**src/rtl/clock_pkg.sv**
```systemverilog
// Shared types and helpers for the multi-alarm timekeeping core.
// Optional snooze support is enabled by defining ALARM_SNOOZE_EN.
package clock_pkg;

  localparam int HOURS_PER_DAY = 24;
  localparam int MIN_PER_HOUR  = 60;
  localparam int SEC_PER_MIN   = 60;

  typedef enum logic [1:0] {
    IDLE    = 2'd0,
    RINGING = 2'd1,
    SNOOZED = 2'd2
  } alarm_state_t;

  typedef struct packed {
    logic [4:0] hours;
    logic [5:0] minutes;
  } hhmm_t;

  function automatic logic [5:0] inc_mod60(input logic [5:0] v);
    return (v == 6'(MIN_PER_HOUR - 1)) ? 6'd0 : v + 6'd1;
  endfunction

  function automatic logic [4:0] inc_mod24(input logic [4:0] v);
    return (v == 5'(HOURS_PER_DAY - 1)) ? 5'd0 : v + 5'd1;
  endfunction

  function automatic logic [23:0] to_decimal(input logic [4:0] h,
                                             input logic [5:0] m,
                                             input logic [5:0] s);
    return 24'(h) * 24'd10000 + 24'(m) * 24'd100 + 24'(s);
  endfunction

  // 0 shows as 12 and afternoon hours fold back to 1..11
  function automatic logic [4:0] to_12h(input logic [4:0] h);
    if (h == 5'd0) begin
      return 5'd12;
    end else if (h > 5'd12) begin
      return h - 5'd12;
    end else begin
      return h;
    end
  endfunction

endpackage

```
**src/rtl/alarm_channel.sv**
```systemverilog
// One alarm channel: hh:mm setting, IDLE/RINGING/SNOOZED FSM and ring timer.
// Snooze state and target exist only when ALARM_SNOOZE_EN is defined.
module alarm_channel
  import clock_pkg::*;
#(
  parameter int RING_SEC   = 60,
  parameter int SNOOZE_MIN = 5
) (
  input  logic  clk,
  input  logic  rst,
  input  logic  enable,
  input  logic  adj_minutes,
  input  logic  adj_hours,
  input  logic  tick,
  input  logic  new_minute,
  input  hhmm_t cur_time,
  input  logic  snooze,
  input  logic  dismiss,
  output hhmm_t setting,
  output logic  ringing
);

  localparam int RW = (RING_SEC > 2) ? $clog2(RING_SEC) : 1;
  localparam logic [RW-1:0] RING_LAST = RW'(RING_SEC - 1);

  alarm_state_t  state_reg;
  hhmm_t         setting_reg;
  logic [RW-1:0] ring_cnt_reg;
  logic          ringing_reg;
  logic          alarm_hit;

  assign alarm_hit = new_minute && (cur_time == setting_reg);
  assign setting   = setting_reg;
  assign ringing   = ringing_reg;

  always_ff @(posedge clk or posedge rst) begin
    if (rst) begin
      setting_reg <= '0;
    end else begin
      if (adj_minutes) begin
        setting_reg.minutes <= inc_mod60(setting_reg.minutes);
      end
      if (adj_hours) begin
        setting_reg.hours <= inc_mod24(setting_reg.hours);
      end
    end
  end

`ifdef ALARM_SNOOZE_EN
  hhmm_t      snooze_target_reg;
  hhmm_t      snooze_target_next;
  logic [6:0] snooze_min_sum;
  logic       snooze_hit;

  assign snooze_min_sum = {1'b0, cur_time.minutes} + 7'(SNOOZE_MIN);
  assign snooze_hit     = new_minute && (cur_time == snooze_target_reg);

  // Minutes overflow carries into the hour, which itself wraps past midnight
  always_comb begin
    snooze_target_next = cur_time;
    if (snooze_min_sum >= 7'(MIN_PER_HOUR)) begin
      snooze_target_next.minutes = 6'(snooze_min_sum - 7'(MIN_PER_HOUR));
      snooze_target_next.hours   = inc_mod24(cur_time.hours);
    end else begin
      snooze_target_next.minutes = snooze_min_sum[5:0];
    end
  end

  always_ff @(posedge clk or posedge rst) begin
    if (rst) begin
      snooze_target_reg <= '0;
    end else if (enable && state_reg == RINGING && snooze && !dismiss) begin
      snooze_target_reg <= snooze_target_next;
    end
  end
`else
  logic unused_bits;
  assign unused_bits = snooze ^ SNOOZE_MIN[0];
`endif

  always_ff @(posedge clk or posedge rst) begin
    if (rst) begin
      state_reg    <= IDLE;
      ringing_reg  <= 1'b0;
      ring_cnt_reg <= '0;
    end else if (!enable) begin
      state_reg   <= IDLE;
      ringing_reg <= 1'b0;
    end else begin
      case (state_reg)
        IDLE: begin
          if (alarm_hit) begin
            state_reg    <= RINGING;
            ringing_reg  <= 1'b1;
            ring_cnt_reg <= '0;
          end
        end
        RINGING: begin
          if (dismiss) begin
            state_reg   <= IDLE;
            ringing_reg <= 1'b0;
`ifdef ALARM_SNOOZE_EN
          end else if (snooze) begin
            state_reg   <= SNOOZED;
            ringing_reg <= 1'b0;
`endif
          end else if (tick) begin
            if (ring_cnt_reg == RING_LAST) begin
              state_reg   <= IDLE;
              ringing_reg <= 1'b0;
            end else begin
              ring_cnt_reg <= ring_cnt_reg + RW'(1);
            end
          end
        end
`ifdef ALARM_SNOOZE_EN
        SNOOZED: begin
          if (dismiss) begin
            state_reg <= IDLE;
          end else if (snooze_hit) begin
            state_reg    <= RINGING;
            ringing_reg  <= 1'b1;
            ring_cnt_reg <= '0;
          end
        end
`endif
        default: begin
          state_reg   <= IDLE;
          ringing_reg <= 1'b0;
        end
      endcase
    end
  end

endmodule

```
**src/rtl/multi_alarm_clock.sv**
```systemverilog
// 24-hour hh:mm:ss timekeeper with N_ALARMS alarm channels and a registered display number.
// Define ALARM_SNOOZE_EN to build the snooze feature into every channel.
module multi_alarm_clock
  import clock_pkg::*;
#(
  parameter int CLK_FREQ   = 100_000_000,
  parameter int N_ALARMS   = 2,
  parameter int RING_SEC   = 60,
  parameter int SNOOZE_MIN = 5
) (
  input  logic                clk,
  input  logic                rst,
  input  logic                adj_minutes,
  input  logic                adj_hours,
  input  logic [2:0]          sel,
  input  logic                fmt_12h,
  input  logic [N_ALARMS-1:0] alarm_en,
  input  logic                snooze,
  input  logic                dismiss,
  output logic [23:0]         number,
  output logic                pm,
  output logic [N_ALARMS-1:0] ringing,
  output logic                any_ringing
);

  localparam int PW = (CLK_FREQ > 1) ? $clog2(CLK_FREQ) : 1;
  localparam logic [PW-1:0] PRE_LAST = PW'(CLK_FREQ - 1);

  logic [PW-1:0]       pre_cnt_reg;
  logic [4:0]          hours_reg;
  logic [5:0]          minutes_reg;
  logic [5:0]          seconds_reg;
  logic                time_upd_reg;
  logic [23:0]         number_reg;
  logic                pm_reg;
  logic [2:0]          sel_eff;
  logic                tick;
  logic                time_adj;
  logic                new_minute;
  hhmm_t               cur_time;
  hhmm_t               ch_setting [N_ALARMS];
  logic [N_ALARMS-1:0] ring_vec;
  logic [4:0]          disp_hours;
  logic [5:0]          disp_minutes;
  logic [5:0]          disp_seconds;
  logic [4:0]          disp_hours_fmt;

  // Out-of-range selections fall back to the time of day
  assign sel_eff    = (sel > 3'(N_ALARMS)) ? 3'd0 : sel;
  assign tick       = (pre_cnt_reg == PRE_LAST);
  assign time_adj   = (sel_eff == 3'd0) && (adj_minutes || adj_hours);
  assign new_minute = time_upd_reg && (seconds_reg == 6'd0);
  assign cur_time   = '{hours: hours_reg, minutes: minutes_reg};

  always_ff @(posedge clk or posedge rst) begin
    if (rst) begin
      pre_cnt_reg <= '0;
    end else if (time_adj || tick) begin
      pre_cnt_reg <= '0;
    end else begin
      pre_cnt_reg <= pre_cnt_reg + PW'(1);
    end
  end

  // An adjust on the time target takes precedence and swallows a coincident tick
  always_ff @(posedge clk or posedge rst) begin
    if (rst) begin
      hours_reg    <= '0;
      minutes_reg  <= '0;
      seconds_reg  <= '0;
      time_upd_reg <= 1'b0;
    end else begin
      time_upd_reg <= time_adj || tick;
      if (time_adj) begin
        if (adj_minutes) begin
          minutes_reg <= inc_mod60(minutes_reg);
        end
        if (adj_hours) begin
          hours_reg <= inc_mod24(hours_reg);
        end
        seconds_reg <= '0;
      end else if (tick) begin
        seconds_reg <= inc_mod60(seconds_reg);
        if (seconds_reg == 6'(SEC_PER_MIN - 1)) begin
          minutes_reg <= inc_mod60(minutes_reg);
          if (minutes_reg == 6'(MIN_PER_HOUR - 1)) begin
            hours_reg <= inc_mod24(hours_reg);
          end
        end
      end
    end
  end

  for (genvar gi = 0; gi < N_ALARMS; gi++) begin : g_ch
    logic ch_sel;
    assign ch_sel = (sel_eff == 3'(gi + 1));

    alarm_channel #(
      .RING_SEC  (RING_SEC),
      .SNOOZE_MIN(SNOOZE_MIN)
    ) u_ch (
      .clk        (clk),
      .rst        (rst),
      .enable     (alarm_en[gi]),
      .adj_minutes(adj_minutes && ch_sel),
      .adj_hours  (adj_hours && ch_sel),
      .tick       (tick),
      .new_minute (new_minute),
      .cur_time   (cur_time),
      .snooze     (snooze),
      .dismiss    (dismiss),
      .setting    (ch_setting[gi]),
      .ringing    (ring_vec[gi])
    );
  end

  always_comb begin
    disp_hours   = hours_reg;
    disp_minutes = minutes_reg;
    disp_seconds = seconds_reg;
    for (int k = 0; k < N_ALARMS; k++) begin
      if (sel_eff == 3'(k + 1)) begin
        disp_hours   = ch_setting[k].hours;
        disp_minutes = ch_setting[k].minutes;
        disp_seconds = 6'd0;
      end
    end
  end

  assign disp_hours_fmt = fmt_12h ? to_12h(disp_hours) : disp_hours;

  always_ff @(posedge clk or posedge rst) begin
    if (rst) begin
      number_reg <= '0;
      pm_reg     <= 1'b0;
    end else begin
      number_reg <= to_decimal(disp_hours_fmt, disp_minutes, disp_seconds);
      pm_reg     <= (disp_hours >= 5'd12);
    end
  end

  assign number      = number_reg;
  assign pm          = pm_reg;
  assign ringing     = ring_vec;
  assign any_ringing = |ring_vec;

endmodule

```
**config.mk**
```make
export PLATFORM = sky130hd
export DESIGN_NAME = multi_alarm_clock
export DESIGN_NICKNAME = d
export VERILOG_FILES = /design/src/rtl/clock_pkg.sv /design/src/rtl/alarm_channel.sv /design/src/rtl/multi_alarm_clock.sv
export SDC_FILE = /design/constraint.sdc
export NUM_CORES = 1
export LEC_CHECK = 0
export BUFFER_PORTS_ARGS = -buffer_cell sky130_fd_sc_hd__buf_2
export CAP_MARGIN = 20
export CORE_MARGIN = 2
export CORE_UTILIZATION = 62
export DETAILED_ROUTE_END_ITERATION = 16
export PLACE_DENSITY = 0.81
export SYNTH_ARGS = -nofsm -noshare
export SYNTH_HDL_FRONTEND = slang
export SYNTH_SLANG_ARGS = --single-unit
```
**constraint.sdc**
```tcl
create_clock -name clk -period 5.6 [get_ports clk]
set_input_delay 0.84 -clock clk [delete_from_list [all_inputs] [get_ports clk]]
set_output_delay 0.84 -clock clk [all_outputs]
set_load 0.005 [all_outputs]
```
# --- Word level (Yosys, flattened, before mapping) ---
# Index checks and enable logic that the tools add are counted.
word_totals:
  reg_bits: 107
  input_bits: 12
  output_inout_bits: 28
  word_cells: 157
op_classes:
  n_addsub: 13
  mul: 2
  n_lt_le_gt_ge: 3
  eq_ne: 32
  n_mux: 63
  n_reduce_logical: 27
op_table:
  columns: ["cell", "count"]
  rows:
  - ["two-way mux 6 bit", 22]
  - ["two-way mux 5 bit", 13]
  - ["adder 6 x 1 -> 6 bit, second input constant", 6]
  - ["equality test 6 bit, second input constant", 6]
  - ["adder 27 x 1 -> 27 bit, second input constant", 1]
  - ["equality test 27 bit, second input constant", 1]
  - ["two-way mux 27 bit", 1]
  - ["case mux 6 bit (2 select lines)", 2]
  - ["equality test 11 bit", 2]
  - ["adder 20 x 6 -> 21 bit", 1]
  - ["adder 19 x 13 -> 20 bit", 1]
  - ["two-way mux 2 bit", 10]
  - ["!= test 2 bit, second input constant", 8]
  - ["adder 5 x 1 -> 5 bit, second input constant", 3]
  - ["equality test 5 bit, second input constant", 3]
  - ["multiplier 5 x 10 -> 15 bit, second input constant", 1]
  - ["AND reduction 6 bit", 2]
  - ["multiplier 6 x 5 -> 11 bit, second input constant", 1]
  - ["two-way mux 1 bit", 10]
  - ["nonzero test 2 bit", 5]
  - ["AND reduction 3 bit", 3]
  - ["logical AND 1 bit", 8]
  - ["!= test 4 x 3 -> 1 bit, second input constant", 2]
  - ["!= test 4 bit, second input constant", 2]
  - ["19 further kinds", 26]

# --- Longest topological paths before layout ---
# Gate-level depths: netlist of run 1.
logic_depth:
  ltp_word: 12
  depth_mapped: 24
  depth_no_buf: 22

# --- By module ---
# A second synthesis of run 1 with hierarchy kept.
unflattened:
  hier_cells: 742
  area_unflattened_um2: 7175.6
modules_own_cells:
  columns: ["module", "instances", "cells_each", "area_each_um2", "seq_area_each_um2"]
  rows:
  - ["multi_alarm_clock", 1, 514, 4926.0, 1651.6]
  - ["alarm_channel", 2, 114, 1124.8, 450.4]

# --- Worst setup path after synthesis of run 1 ---
# OpenSTA, ideal clock, no wires.
synth_timing:
  path_type: "input to register"
  startpoint: "input sel[0]"
  endpoint: "register number_reg[18], in the netlist number[18]"
  setup_ns: 0.068
  arrival_time_ns: 5.740
  t_required_ns: 5.532
  slack_ns: -0.208
  stages: 23
  path_buffers: 2
  cell_sequence: "clkbuf_1 > clkbuf_1 > inv_1 > a21oi_1 > o22ai_1 > a21oi_1 > ha_1 > ha_1 > ha_1 > ha_1 > a21o_1 > a21oi_1 > o21bai_1 > a21oi_1 > xnor2_1 > ha_1 > ha_1 > nand2_1 > o21ai_0 > o21ba_2 > a2111oi_0 > o211ai_1 > nand2_1"
synth_between:
  elab_chain_cells: 12
  word_cells_on_any_way: 20
  classes_between: "3 x add/sub; 2 x mul; 2 x order compare; 2 x eq/ne; 10 x mux; 1 x reduce/logical"
synth_lines:
  columns: ["element", "line_no", "text"]
  rows:
  - ["start: declaration", "multi_alarm_clock.sv:15", "input logic [2:0] sel,"]
  - ["> comparator 3 x 2 -> 1 bit", "multi_alarm_clock.sv:49", "assign sel_eff = (sel > 3'(N_ALARMS)) ? 3'd0 : sel;"]
  - ["two-way mux 3 bit (*)", "multi_alarm_clock.sv:49", null]
  - ["equality test 3 x 1 -> 1 bit", "multi_alarm_clock.sv:122", "if (sel_eff == 3'(k + 1)) begin"]
  - ["two-way mux 5 bit (2 in series)", "multi_alarm_clock.sv:122", null]
  - ["subtractor 5 x 4 -> 5 bit / > comparator 5 x 4 -> 1 bit (equally long branches)", "clock_pkg.sv:39, clock_pkg.sv:38", null]
  - ["two-way mux 5 bit", "clock_pkg.sv:38", "end else if (h > 5'd12) begin"]
  - ["two-way mux 5 bit", "clock_pkg.sv:36", "if (h == 5'd0) begin"]
  - ["two-way mux 5 bit", "multi_alarm_clock.sv:130", "assign disp_hours_fmt = fmt_12h ? to_12h(disp_hours) : disp_hours;"]
  - ["multiplier 5 x 10 -> 15 bit", "clock_pkg.sv:31", "return 24'(h) * 24'd10000 + 24'(m) * 24'd100 + 24'(s);"]
  - ["adder 19 x 13 -> 20 bit", "clock_pkg.sv:31", null]
  - ["adder 20 x 6 -> 21 bit (*)", "clock_pkg.sv:31", null]
  - ["end signal: assignment", "multi_alarm_clock.sv:137", "number_reg <= to_decimal(disp_hours_fmt, disp_minutes, disp_seconds);"]
  - ["end: declaration", "multi_alarm_clock.sv:34", "logic [23:0] number_reg;"]
# Every way passes the cells marked *; elsewhere a longest branch is shown, timed or not.
# A chain may end at the register's enable or synchronous reset.

# --- Worst setup path in the final report of run 1 ---
layout_timing:
  startpoint: "input sel[2]"
  endpoint: "register number_reg[17], in the netlist number[17]"
# Same word-level chain as after synthesis.

==> results.json, run 1 <==
{
  "ys_seq_elements": 102,
  "status": "completed",
  "crit_path_start_kind": "primary input",
  "post-route-period-util": 0.957,
  "drt-wirelength-per-cell_um": 16.3,
  "dp_slack_ns": -0.0919,
  "highest_layer": "met5",
  "clkPwrFrac": 0.118,
  "finalMaxSlewViolations": 0,
  "p_leak_uw": 0.00377,
  "root_buffer": "clkbuf_16",
  "grt_pass1_wl_um": 26800,
  "clockBufferDepth": 2,
  "cts_post_setup_buffers_inserted": 0,
  "timing.critical_path.to_type": "flip-flop",
  "avgViaCountPerCell": 6.08,
  "gp_congestion": 0.894,
  "synth_edf_count": 0,
  "critical_path.cell_chain": "buf_2 -> o21bai_1 -> a22o_1 -> a21oi_1 -> nand2_1 -> or3_1 -> o21ai_0 -> a22oi_1 -> fa_1 -> inv_1 -> ha_1 -> fa_1 -> ha_1 -> o21a_1 -> o31a_1 -> a21oi_1 -> ha_1 -> nand2_1 -> or2_2 -> o22ai_1 -> nand3b_1 -> xnor2_1",
  "port_buffers": 34,
  "cts_tree": "yes",
  "met3_length_um": 787,
  "hold_path.class": "reg2reg",
  "worst_pin_slew_ns": 0.954,
  "grt_pass1_vias": 5848,
  "crit_type": "in2reg",
  "seq_area_frac_synth": 0.359,
  "clock_skew_ns": 0.0113,
  "setup_slack_ns": 0.241,
  "postSynthCellCount": 780,
  "grt_usage": 0.263,
  "numCtsBuffers": 9,
  "drt-total-wl_um": 15700,
  "overflow": 0,
  "avgSynthCellArea_um2": 9.13,
  "combPwrFrac": 0.673,
  "netSwitchingFraction": 0.437,
  "syn-cell-area_um2": 7120,
  "cp_slowest_cell": "fa_1",
  "p_sw_uw": 2430,
  "fin_nets": 912,
  "setup_violations": 0,
  "antenna_found_initial": 1,
  "path_clk_slew_ns": 0.07,
  "rows": 39,
  "m1WireLength_um": 6720,
  "p_int_uw": 3120,
  "hpwl_um": 11600,
  "max_slew_margin": 0.363,
  "dr_total_vias": 5856,
  "cp.arrival_ns": 5.61,
  "start_util": 0.629,
  "die-height_um": 111,
  "fin_crit_ns": 5.36,
  "power_frac_seq": 0.209,
  "mostFrequentLayoutCells": "dfrtp_1, ha_1, nor2_1",
  "fmax_ghz": 0.187,
  "yosys_warnings": 0,
  "largest_register_ffs": 27,
  "boundaryPins": 40,
  "n_antenna_cell": 0,
  "grt_max_degree": 57,
  "clock_latency_ns": 0.36,
  "syn_to_final_growth_pct": 9.63,
  "cts_sinks": 102,
  "dr.pass1.iters": 5,
  "dieArea_um2": 12400,
  "core_um2": 11300,
  "drtIter0Drc": 518,
  "crit_top_cell": "ha_1",
  "ant_nets": 0,
  "max-vdd-ir-drop_uv": 955,
  "maxCapViolations": 0,
  "wl_met2_um": 7760,
  "critPathMaxStageDelay_ns": 0.50,
  "drive_gt1_frac": 0.115,
  "crit_required_ns": 5.85,
  "hold_viol": 0,
  "grt_setup_unrepaired": "no",
  "timing.hold.ws_ns": 0.527,
  "chipWidth_um": 111,
  "async_flop_share": 1.00,
  "synth_cell_types": 57,
  "drc": 0,
  "pwr_density_cell_nw_per_um2": 711,
  "synthFlopType": "dfrtp_1",
  "h-tree-depth": 3,
  "final_common_cell": "dfrtp_1",
  "cp_max_fo": 12
}
## power groups by stage
stage,Combinational (uW),Clock [uW],Sequential (uW)
after floorplan,2840,0,1050
after global placement,3480,0,1160
after detailed placement,3680,0,1170
after CTS,3740,658,1160
after global routing,4240,685,1190
final,3730,654,1160
## worst paths after layout
kind | from | end | slack [ns] | cells past startpoint
setup / recovery | sel[2] | number[17] | 0.24 | 22
hold / removal | pre_cnt_reg[0] | pre_cnt_reg[0] | 0.53 | 1
setup reg to reg | hours_reg[0] | number[17] | 0.62 | 20
hold reg to reg | pre_cnt_reg[0] | pre_cnt_reg[0] | 0.53 | 1
max in group asynchronous | rst | g_ch[1].u_ch.setting[4] | 3.94 | 3
min in group asynchronous | rst | g_ch[0].u_ch.ring_cnt_reg[5] | 0.60 | 2
## Yosys cell counts (3+ instances only)
cell type	number	share of area
o21a_1	9	0.0095
inv_1	36	0.019
nor2b_1	9	0.0079
a22o_1	6	0.0074
o41ai_1	3	0.0037
and2_1	10	0.0088
or3_1	11	0.0097
xor2_1	49	0.060
nand4_1	14	0.012
a21o_1	12	0.013
and3_1	10	0.0088
nor4_1	9	0.0079
a21oi_1	35	0.025
nand2b_1	5	0.0044
o211ai_1	5	0.0053
o21bai_1	6	0.0063
ha_1	77	0.14
or2_2	8	0.0070
a22oi_1	4	0.0042
o22ai_1	13	0.011
nor2_1	76	0.040
clkbuf_1	25	0.013
fa_1	8	0.022
a211oi_1	5	0.0053
nor3b_1	3	0.0032
o211a_1	3	0.0042
mux2_2	7	0.011
dfrtp_1	102	0.36
o31ai_1	6	0.0063
nor3_1	12	0.0084
o21ai_0	39	0.027
nand3_1	33	0.023
buf_4	6	0.0063
xnor2_1	31	0.038
nand2_1	65	0.034
## kinds of logic after synthesis
group,after synthesis,synth area share
AOI/OAI and AO/OA,159,0.143
xor gates and xnor gates,80,0.0984
adders and majority gates,85,0.158
buffers and inverters,71,0.0418
DFF,102,0.359
muxes,8,0.0125
other,1,0.000527
and+or+nand+nor,274,0.188
## per-layer routing
metal / track usage / vias up
li1: - / 2807
met1: 0.332 / 2838
met2: 0.448 / 165
met3: 0.0590 / 44
met4: 0.0881 / 2
met5: 0 / -
## per-stage QoR
step / area (um2) / utilization / power, uW / instances / TNS, ns
floorplan: 7140 / - / 3890 / 784 / 0
global placement: 7490 / 0.661 / 4630 / 947 / 0
detailed placement: 7490 / 0.661 / 4850 / 947 / -0.231
CTS: 7790 / 0.689 / 5560 / 963 / 0
global route: 7800 / 0.689 / 6120 / 963 / 0
finish: 7800 / 0.689 / 5550 / 963 / 0
## worst max-delay path, delay by kind of cell
| kind | cells | cell delay, ns |
|---|---|---|
| AND/OR/NAND/NOR | 5 | 0.88 |
| adder cells (fa/ha/maj) | 5 | 1.89 |
| XOR/XNOR | 1 | 0.13 |
| AO/OA/AOI/OAI | 9 | 1.61 |
| buffers and inverters | 2 | 0.24 |
## timing repair
item / CTS / global route
hold buffers: 0 / 0
setup endpoints to repair: 0 / 3
resized for setup: 0 / 3
## area by class of cell
cell class / instances / area [um2]
multi-input combinational: 611 / 4300
fill: 873 / 3520
sequential: 102 / 2550
timing repair buffer: 55 / 328
clock buffer: 11 / 243
tap: 143 / 179
inverter: 36 / 138
clock inverter: 5 / 65.1
(Power assumes the default switching activity.)
==> run 2, diff against run 1 <==
--- a/config.mk
+++ b/config.mk
@@ -8,9 +8,8 @@
 export BUFFER_PORTS_ARGS = -buffer_cell sky130_fd_sc_hd__buf_2
 export CAP_MARGIN = 20
 export CORE_MARGIN = 2
-export CORE_UTILIZATION = 62
+export CORE_UTILIZATION = 40
 export DETAILED_ROUTE_END_ITERATION = 16
-export PLACE_DENSITY = 0.81
 export SYNTH_ARGS = -nofsm -noshare
 export SYNTH_HDL_FRONTEND = slang
 export SYNTH_SLANG_ARGS = --single-unit
==> run 2 against run 1 <==
Net effect:
- final area up 2.5%
- core utilization down 23 points
- routed wire length down 7.6%
- power up 0.33%
- critical path depth unchanged
- via count down 6.8%
- clock-buffer cell count down 1
- sequential cell count unchanged
- critical path type unchanged
- highest routed layer is now met4
==> results.json, run 2 (same netlist as run 1, synthesis figures left out) <==
{
  "status": "completed",
  "cts_post_setup_buffers_inserted": 0,
  "pwr_density_cell_nw_per_um2": 696,
  "fin_crit_ns": 5.19,
  "hold_path.class": "reg2reg",
  "clock_skew_ns": 0.00719,
  "hold_viol": 0,
  "overflow": 0,
  "timing.critical_path.to_type": "flip-flop",
  "highest_layer": "met4",
  "clockBufferDepth": 2,
  "post-route-period-util": 0.926,
  "grt_usage": 0.167,
  "fmax_ghz": 0.193,
  "cts_tree": "yes",
  "drt-total-wl_um": 14500,
  "crit_path_start_kind": "primary input",
  "fin_area_um2": 8000,
  "dr.pass1.iters": 4,
  "placed_cell_area_um2": 7720,
  "cp_max_fo": 9,
  "crit_type": "in2reg",
  "grt_setup_unrepaired": "no",
  "grt_pass1_vias": 5168,
  "largest_register_ffs": 27,
  "fin_nets": 929,
  "cts_hold_buf": 0,
  "mostFrequentLayoutCells": "dfrtp_1, ha_1, nor2_1",
  "met3_length_um": 498,
  "die-height_um": 137,
  "m1WireLength_um": 7050,
  "start_util": 0.410,
  "nFillCells": 1696,
  "port_buffers": 34,
  "p_leak_uw": 0.00384,
  "grt_max_degree": 63,
  "avgViaCountPerCell": 5.14,
  "ant_nets": 0,
  "path_clk_slew_ns": 0.07,
  "final_common_cell": "dfrtp_1",
  "syn_to_final_growth_pct": 12.4,
  "dieArea_um2": 18900,
  "core_um2": 17400,
  "grt_pass1_wl_um": 24900,
  "h-tree-depth": 3,
  "rows": 48,
  "clock_latency_ns": 0.36,
  "drt-wirelength-per-cell_um": 13.6,
  "boundaryPins": 40,
  "dp_slack_ns": -0.0119,
  "max_slew_margin": 0.348,
  "cts_resized": 0,
  "numCtsBuffers": 9,
  "max-vdd-ir-drop_uv": 1270,
  "antenna_found_initial": 0,
  "crit_required_ns": 5.84,
  "dr_total_vias": 5459,
  "rrSetupSlack_ns": 0.72,
  "cp.arrival_ns": 5.42,
  "drive_gt1_frac": 0.129,
  "chipWidth_um": 137,
  "root_buffer": "clkbuf_16",
  "n_antenna_cell": 0,
  "worst_pin_slew_ns": 0.976,
  "wl_met2_um": 6790,
  "gp_congestion": 0.828,
  "setup_violations": 0,
  "maxCapViolations": 0,
  "finalMaxSlewViolations": 0,
  "drc": 0,
  "drtIter0Drc": 234,
  "timing.hold.ws_ns": 0.491,
  "hpwl_um": 10800,
  "cts_sinks": 102,
  "setup_slack_ns": 0.413
}
==> run 2: changes by cell type in the layout (fill, tap and decap cells not counted) <==
cell	delta
clkbuf_8	-1
a21oi_2	-2
inv_6	-1
nor2_2	-1
inv_8	+2
nor2_1	+1
buf_4	+17
a21oi_1	+2
clkinv_2	+1
bufinv_16	-1
==> run 2: final cells by class <==
class | instances | area (um2) | area share
clock buffer | 10 | 229 | 0.0286
tap | 225 | 282 | 0.0352
sequential | 102 | 2550 | 0.319
multi-input combinational | 611 | 4290 | 0.536
clock inverter | 6 | 53.8 | 0.00673
inverter | 36 | 138 | 0.0172
timing repair buffer | 72 | 455 | 0.0569
==> run 2: per-layer routing <==
layer / track usage / vias up
met2: 0.264 / 55
met5: 0 / -
met4: 0.0372 / 0
met1: 0.232 / 2566
li1: - / 2829
met3: 0.0383 / 9
==> run 2: worst paths after layout <==
| kind | from | endpoint | depth (start not counted) |
|---|---|---|---|
| setup / recovery | sel[0] | number[15] | 22 |
| hold / removal | pre_cnt_reg[0] | pre_cnt_reg[0] | 1 |
| setup reg to reg | hours_reg[0] | number[17] | 19 |
| hold reg to reg | pre_cnt_reg[0] | pre_cnt_reg[0] | 1 |
| max in group asynchronous | rst | pre_cnt_reg[3] | 3 |
| min in group asynchronous | rst | g_ch[0].u_ch.ring_cnt_reg[4] | 2 |
==> run 2: stage by stage <==
stage                     TNS (ns)  utilization  power, uW  instances
after global placement           0        0.445       4960       1046
after global routing             0        0.461       6210       1062
after CTS                        0        0.461       5660       1062
after detailed placement   -0.0119        0.445       4990       1046
after floorplan                  0            -       3890        784
final                            0        0.461       5570       1062
==> run 2: where the power goes <==
group	switching (uW)	internal [uW]	leakage (uW)
clock network	300	311	0.000141
logic	1840	1960	0.00237
registers	209	947	0.00133
total	2350	3220	0.00384
==> run 2: worst max-delay path, stage by stage <==
cell     delay (ns)
buf_2          0.12
buf_4          0.18
inv_1          0.07
a21oi_1        0.28
o22ai_1        0.16
a21oi_1        0.22
ha_1           0.28
ha_1           0.30
ha_1           0.30
ha_1           0.31
a21o_1         0.17
a21oi_1        0.20
buf_4          0.14
xnor2_1        0.11
ha_1           0.25
ha_1           0.35
o21a_1         0.13
o31a_1         0.12
o41ai_1        0.41
o22ai_1        0.20
buf_4          0.17
xnor2_1        0.12
